### src/rtl/bpf_seq_ctrl.sv
// Band-pass filter relay sequencer: selects a band from freq and switches relays via mute/switch/settle.
// Optional hysteresis around band edges is enabled by defining BPF_HYST_EN.
module bpf_seq_ctrl #(
  parameter int N_BANDS    = 5,
  parameter int FREQ_W     = 16,
  parameter int SEL_W      = 3,
  parameter int HYST       = 2,
  parameter int MUTE_CYC   = 4,
  parameter int SETTLE_CYC = 16
) (
  input  logic              clk,
  input  logic              reset,
  input  logic [FREQ_W-1:0] freq,
  input  logic              cfg_we,
  input  logic [2:0]        cfg_addr,
  input  logic [FREQ_W-1:0] cfg_thr,
  input  logic [SEL_W-1:0]  cfg_code,
  output logic [SEL_W-1:0]  bpf,
  output logic [2:0]        band,
  output logic              mute,
  output logic              busy,
  output logic              chg
);

  localparam int CNT_MAX = (MUTE_CYC > SETTLE_CYC) ? MUTE_CYC : SETTLE_CYC;
  localparam int CNT_W   = (CNT_MAX > 1) ? $clog2(CNT_MAX) : 1;

  typedef enum logic [1:0] {
    S_IDLE,
    S_MUTE,
    S_SWITCH,
    S_SETTLE
  } state_e;

  function automatic logic [FREQ_W-1:0] thrReset(input int idx);
    case (idx)
      0:       return FREQ_W'(38);
      1:       return FREQ_W'(91);
      2:       return FREQ_W'(191);
      3:       return FREQ_W'(305);
      default: return '1;
    endcase
  endfunction

  function automatic logic [SEL_W-1:0] codeReset(input int idx);
    case (idx)
      0:       return SEL_W'(6);
      1:       return SEL_W'(2);
      2:       return SEL_W'(0);
      3:       return SEL_W'(3);
      4:       return SEL_W'(1);
      default: return '0;
    endcase
  endfunction

  // Hysteresis edges saturate so a band edge near 0 or full scale never wraps.
  function automatic logic [FREQ_W-1:0] satAdd(input logic [FREQ_W-1:0] t);
    logic [FREQ_W:0] s;
    s = {1'b0, t} + (FREQ_W+1)'(HYST);
    return s[FREQ_W] ? '1 : s[FREQ_W-1:0];
  endfunction

  function automatic logic [FREQ_W-1:0] satSub(input logic [FREQ_W-1:0] t);
    logic [FREQ_W:0] d;
    d = {1'b0, t} - (FREQ_W+1)'(HYST);
    return ({1'b0, t} < (FREQ_W+1)'(HYST)) ? '0 : d[FREQ_W-1:0];
  endfunction

  logic [FREQ_W-1:0] thr_q  [N_BANDS];
  logic [SEL_W-1:0]  code_q [N_BANDS];
  logic [FREQ_W-1:0] freq_q;

  state_e            state_q, state_d;
  logic [CNT_W-1:0]  cnt_q, cnt_d;
  logic [2:0]        band_q, band_d;
  logic [SEL_W-1:0]  bpf_q, bpf_d;
  logic              chg_q, chg_d;
  logic [2:0]        latBand_q, latBand_d;
  logic [SEL_W-1:0]  latCode_q, latCode_d;

  logic [2:0]        rawBand;
  logic [2:0]        candBand;
  logic [SEL_W-1:0]  candCode;

  // Out-of-range addresses never match any index and are dropped.
  always_ff @(posedge clk) begin
    for (int i = 0; i < N_BANDS; i++) begin
      if (reset) begin
        thr_q[i]  <= thrReset(i);
        code_q[i] <= codeReset(i);
      end else if (cfg_we && (cfg_addr == 3'(i))) begin
        thr_q[i]  <= cfg_thr;
        code_q[i] <= cfg_code;
      end
    end
  end

  always_ff @(posedge clk) begin
    if (reset) begin
      freq_q <= '0;
    end else begin
      freq_q <= freq;
    end
  end

  // First match wins; the last band's threshold is never consulted.
  always_comb begin
    rawBand = 3'(N_BANDS-1);
    for (int i = N_BANDS-2; i >= 0; i--) begin
      if (freq_q <= thr_q[i]) begin
        rawBand = 3'(i);
      end
    end
  end

`ifdef BPF_HYST_EN
  logic [FREQ_W-1:0] thrCur;
  logic [FREQ_W-1:0] thrBelow;
  logic              goUp;
  logic              goDown;

  always_comb begin
    thrCur   = '1;
    thrBelow = '0;
    for (int i = 0; i < N_BANDS; i++) begin
      if (band_q == 3'(i)) begin
        thrCur = thr_q[i];
      end
    end
    for (int i = 0; i < N_BANDS-1; i++) begin
      if (band_q == 3'(i+1)) begin
        thrBelow = thr_q[i];
      end
    end
    goUp     = (band_q < 3'(N_BANDS-1)) && (freq_q > satAdd(thrCur));
    goDown   = (band_q != 3'd0) && (freq_q <= satSub(thrBelow));
    candBand = (goUp || goDown) ? rawBand : band_q;
  end
`else
  always_comb begin
    candBand = rawBand;
  end
`endif

  always_comb begin
    candCode = '0;
    for (int i = 0; i < N_BANDS; i++) begin
      if (candBand == 3'(i)) begin
        candCode = code_q[i];
      end
    end
  end

  // The candidate band and code are frozen on entry to MUTE so later freq or
  // table edits only take effect on the next pass through IDLE.
  always_comb begin
    state_d   = state_q;
    cnt_d     = cnt_q;
    band_d    = band_q;
    bpf_d     = bpf_q;
    chg_d     = 1'b0;
    latBand_d = latBand_q;
    latCode_d = latCode_q;
    case (state_q)
      S_IDLE: begin
        if ((candBand != band_q) || (candCode != bpf_q)) begin
          state_d   = S_MUTE;
          cnt_d     = '0;
          latBand_d = candBand;
          latCode_d = candCode;
        end
      end
      S_MUTE: begin
        if (cnt_q == CNT_W'(MUTE_CYC-1)) begin
          state_d = S_SWITCH;
          cnt_d   = '0;
          band_d  = latBand_q;
          bpf_d   = latCode_q;
          chg_d   = 1'b1;
        end else begin
          cnt_d = cnt_q + CNT_W'(1);
        end
      end
      S_SWITCH: begin
        state_d = S_SETTLE;
        cnt_d   = '0;
      end
      S_SETTLE: begin
        if (cnt_q == CNT_W'(SETTLE_CYC-1)) begin
          state_d = S_IDLE;
          cnt_d   = '0;
        end else begin
          cnt_d = cnt_q + CNT_W'(1);
        end
      end
      default: begin
        state_d = S_IDLE;
        cnt_d   = '0;
      end
    endcase
  end

  always_ff @(posedge clk) begin
    if (reset) begin
      state_q   <= S_IDLE;
      cnt_q     <= '0;
      band_q    <= '0;
      bpf_q     <= codeReset(0);
      chg_q     <= 1'b0;
      latBand_q <= '0;
      latCode_q <= '0;
    end else begin
      state_q   <= state_d;
      cnt_q     <= cnt_d;
      band_q    <= band_d;
      bpf_q     <= bpf_d;
      chg_q     <= chg_d;
      latBand_q <= latBand_d;
      latCode_q <= latCode_d;
    end
  end

  assign bpf  = bpf_q;
  assign band = band_q;
  assign chg  = chg_q;
  assign busy = (state_q != S_IDLE);
  assign mute = (state_q != S_IDLE);

endmodule
### config.mk
export PLATFORM = sky130hd
export DESIGN_NAME = bpf_seq_ctrl
export DESIGN_NICKNAME = d
export VERILOG_FILES = /design/src/rtl/bpf_seq_ctrl.sv
export SDC_FILE = /design/constraint.sdc
export NUM_CORES = 1
export LEC_CHECK = 0
export ABC_AREA = 0
export CAP_MARGIN = 20
export CORE_UTILIZATION = 35
export CTS_CLUSTER_DIAMETER = 120
export CTS_CLUSTER_SIZE = 12
export DETAILED_ROUTE_END_ITERATION = 8
export SLEW_MARGIN = 10
export SYNTH_ARGS = -nofsm -noshare
export SYNTH_HDL_FRONTEND = slang
export SYNTH_SLANG_ARGS = --single-unit
### constraint.sdc
create_clock -name clk -period 5.65 [get_ports clk]
set_input_delay 1.695 -clock clk [delete_from_list [all_inputs] [get_ports clk]]
set_output_delay 1.695 -clock clk [all_outputs]
set_load 0.01 [all_outputs]
==> impl_metrics.json <==
{
  "rrSetupSlack_ns": 1.58,
  "use_met2_pct": 28.83,
  "cts_resized": 0,
  "antenna_cells": 0,
  "final_cell_mix": "79 x edfxtp_1, 73 x inv_1, 70 x ha_1",
  "yosys-top-cells-area": "edfxtp_1 38%, ha_1 14%, dfxtp_1 11%",
  "synthArstFlopShare_pct": 0,
  "cpMaxStageDelayCell": "or4_1",
  "max_stage_delay_ns": 0.52,
  "synth_edf_count": 79,
  "synth.cell_area_um2": 6246,
  "status": "complete, no violations",
  "worstSetupPathDepth": 12,
  "hold_class": "flip-flop to flip-flop",
  "cts.path.max_buffers": 2,
  "avgRoutedWirePerCell_um": 16.00,
  "rows": 48,
  "cp-start-kind": "flip-flop",
  "post_cts_buffers": 0,
  "synthCells": 587,
  "seqPwrFrac_pct": 39.4,
  "path_cells": "ha_1 -> nand4_1 -> nor4_2 -> a21boi_1 -> o31a_1 -> a311oi_2 -> o21a_1 -> a221oi_2 -> xor2_1 -> and4_1 -> or4_1 -> a21oi_1",
  "core_um2": 17360,
  "tightestPinTransition_ns": 0.9669,
  "start_util_pct": 35.99,
  "drive_gt1_share_pct": 9.893,
  "grt_first_pass_wirelength_um": 22740,
  "setup_viol_count_final": 0,
  "drcViolationCount": 0,
  "period_minus_slack_ns": 4.066,
  "grt_max_degree": 44,
  "ys_seq_elements": 114,
  "cap_violations": 0,
  "finalPower_mw": 2.506,
  "syn_area_per_cell_um2": 10.64,
  "routed_wl_um": 14120,
  "startpoint": "freq_q[15]",
  "use_met1_pct": 19.82,
  "cp.required_ns": 5.99,
  "first_pass_iters": 4,
  "yosysTopAreaCell": "edfxtp_1",
  "syn2layout_area_growth_pct": 21.75,
  "tns_ns": 0,
  "die_area_um2": 18380,
  "final_common_cell": "edfxtp_1",
  "layout.nets": 755,
  "cp-endpoint": "cnt_q[3]",
  "cts_sinks": 114,
  "ioPinCount": 50,
  "grt_util_all_layers_pct": 16.82,
  "final_cells": 882,
  "slew_violations": 0,
  "r2r-end": "cnt_q[3]",
  "powerDensity_nw_per_um2": 329.6,
  "synth_seq_area_share_pct": 49.20,
  "die_w_um": 135.6,
  "rsz0062_at_grt": "false",
  "crit_buf_inv": 0,
  "cts_hold_buf": 0,
  "path_clk_slew_ns": 0.06,
  "busiest_layer": "met2",
  "antenna_left": 0,
  "critPathKind": "flip-flop to flip-flop",
  "crit_arrival_ns": 4.40,
  "grt_pass1_vias": 4464,
  "routabilityCongestion": 0.8385,
  "fin_crit_sh_pct": 71.96,
  "fmaxAchievable_ghz": 0.2460,
  "cp_max_fo": 11,
  "hold_viol_final": 0,
  "cp-end-kind": "flip-flop",
  "vdd_ir_drop_max_v": 0.0002135,
  "hold_slack_ns": 0.4586,
  "clock_latency_ns": 0.42,
  "dp.cells": 849,
  "dieHeight_um": 135.6,
  "hpwl_um": 10200,
  "h-tree-depth": 4,
  "synth_ff_type": "edfxtp_1",
  "vias": 4348,
  "overflow": 0,
  "ys_types": 69,
  "drt_iter0_markers": 180,
  "power_leakage_nw": 3.136,
  "met3_usage_pct": 3.779,
  "p_int_mw": 1.860,
  "cts_tree": "built",
  "post-synth-top-area-fraction_pct": 37.98,
  "fin_skew_ns": 0.009965,
  "ff2ff_path_depth": 12,
  "numCtsBuffers": 17,
  "synth_fp_nets": 698,
  "switching_share_pct": 25.78,
  "p_switching_mw": 0.6461,
  "antenna_found_initial": 0,
  "pwr-share-comb_pct": 14.9,
  "io_buffers": 49,
  "vias_per_cell": 4.930,
  "yosysWarnings": 0,
  "power_frac_clock_pct": 45.6,
  "root_buffer": "clkbuf_16",
  "rr_startpoint": "freq_q[15]",
  "crit_family": "compound AO/OA/AOI/OAI gates",
  "maxSlewHeadroom_pct": 35.54
}
[routing by layer]
metal,routed length (µm),part of all wire (%)
met1,6332,45
met5,0,0
met4,204,1.4
met3,468,3.3
met2,7110,50
[cells in the mapped netlist, types with 3 or more instances]
cell and count:
a21o_1 4, ha_1 70, mux2i_1 5, nor2_1 22
inv_1 73, a21oi_1 37, o211ai_1 3, nand3_1 12
nor3_1 6, clkbuf_1 8, edfxtp_1 79, o21ai_0 9
nor2b_1 20, a31o_2 3, dfxtp_1 35, nand2_1 40
and2_1 55, nand2b_1 21, o22ai_1 3, or3_1 9
nand4_1 11
[worst min-delay path by stage]
stage                      start  endpoint  slack (ns)  depth (start not counted)
finish              latBand_q[0]   band[0]        0.46                          2
floorplan           latBand_q[2]   band[2]        0.43                          2
global placement    latBand_q[1]   band[1]        0.45                          2
detailed placement  latBand_q[2]   band[2]        0.45                          2
global route        latBand_q[1]   band[1]        0.48                          2
CTS                 latBand_q[2]   band[2]        0.46                          2
[registers in the layout, summed over array words and instances (netlist names)]
name / flops
cnt_q: 4
band: 3
latBand_q: 3
bpf: 3
code_q: 15
chg: 1
thr_q: 64
latCode_q: 3
freq_q: 16
state_q: 2
[cell type report]
cell class,count,area (µm²)
sequential,114,3073
multi-input combinational,385,2830
clock inverter,15,205.2
fill,1617,9752
timing repair buffer,52,511.7
clock buffer,17,425.4
inverter,74,277.8
tap,225,281.5
[stage by stage]
stage	setup slack, ns	cell area, µm²	utilization, %
4_1_cts	1.643	7594	43.75
6_report	1.584	7605	43.81
3_3_place_gp	1.571	6963	40.12
5_1_grt	1.276	7605	43.81
3_5_place_dp	1.441	6963	40.12
2_1_floorplan	2.071	6246	-
[cell families after synthesis]
| logic type | after synthesis | synth area share, % |
|---|---|---|
| AND/OR/NAND/NOR | 218 | 19.73 |
| flip-flops | 114 | 49.20 |
| AO/OA/AOI/OAI | 89 | 10.10 |
| buffers and inverters | 88 | 5.729 |
| adder cells (fa/ha/maj) | 70 | 14.02 |
| multiplexers | 5 | 0.8013 |
| XOR/XNOR | 3 | 0.4207 |
[power by group through the flow]
stage          combinational (mW)  clock [mW]  sequential [mW]
2_1_floorplan               0.258           0            0.995
3_3_place_gp                0.360           0             1.00
3_5_place_dp                0.375           0             1.01
4_1_cts                     0.379        1.16            0.989
5_1_grt                     0.423        1.19            0.997
6_report                    0.375        1.14            0.989
[worst register-to-register path, stage by stage, from the launching register on]
cell,delay (ns)
dfxtp_1,0.36
ha_1,0.33
nand4_1,0.20
nor4_2,0.50
a21boi_1,0.23
o31a_1,0.44
a311oi_2,0.24
o21a_1,0.17
a221oi_2,0.33
xor2_1,0.17
and4_1,0.33
or4_1,0.52
a21oi_1,0.16
(Power assumes the default switching activity.)
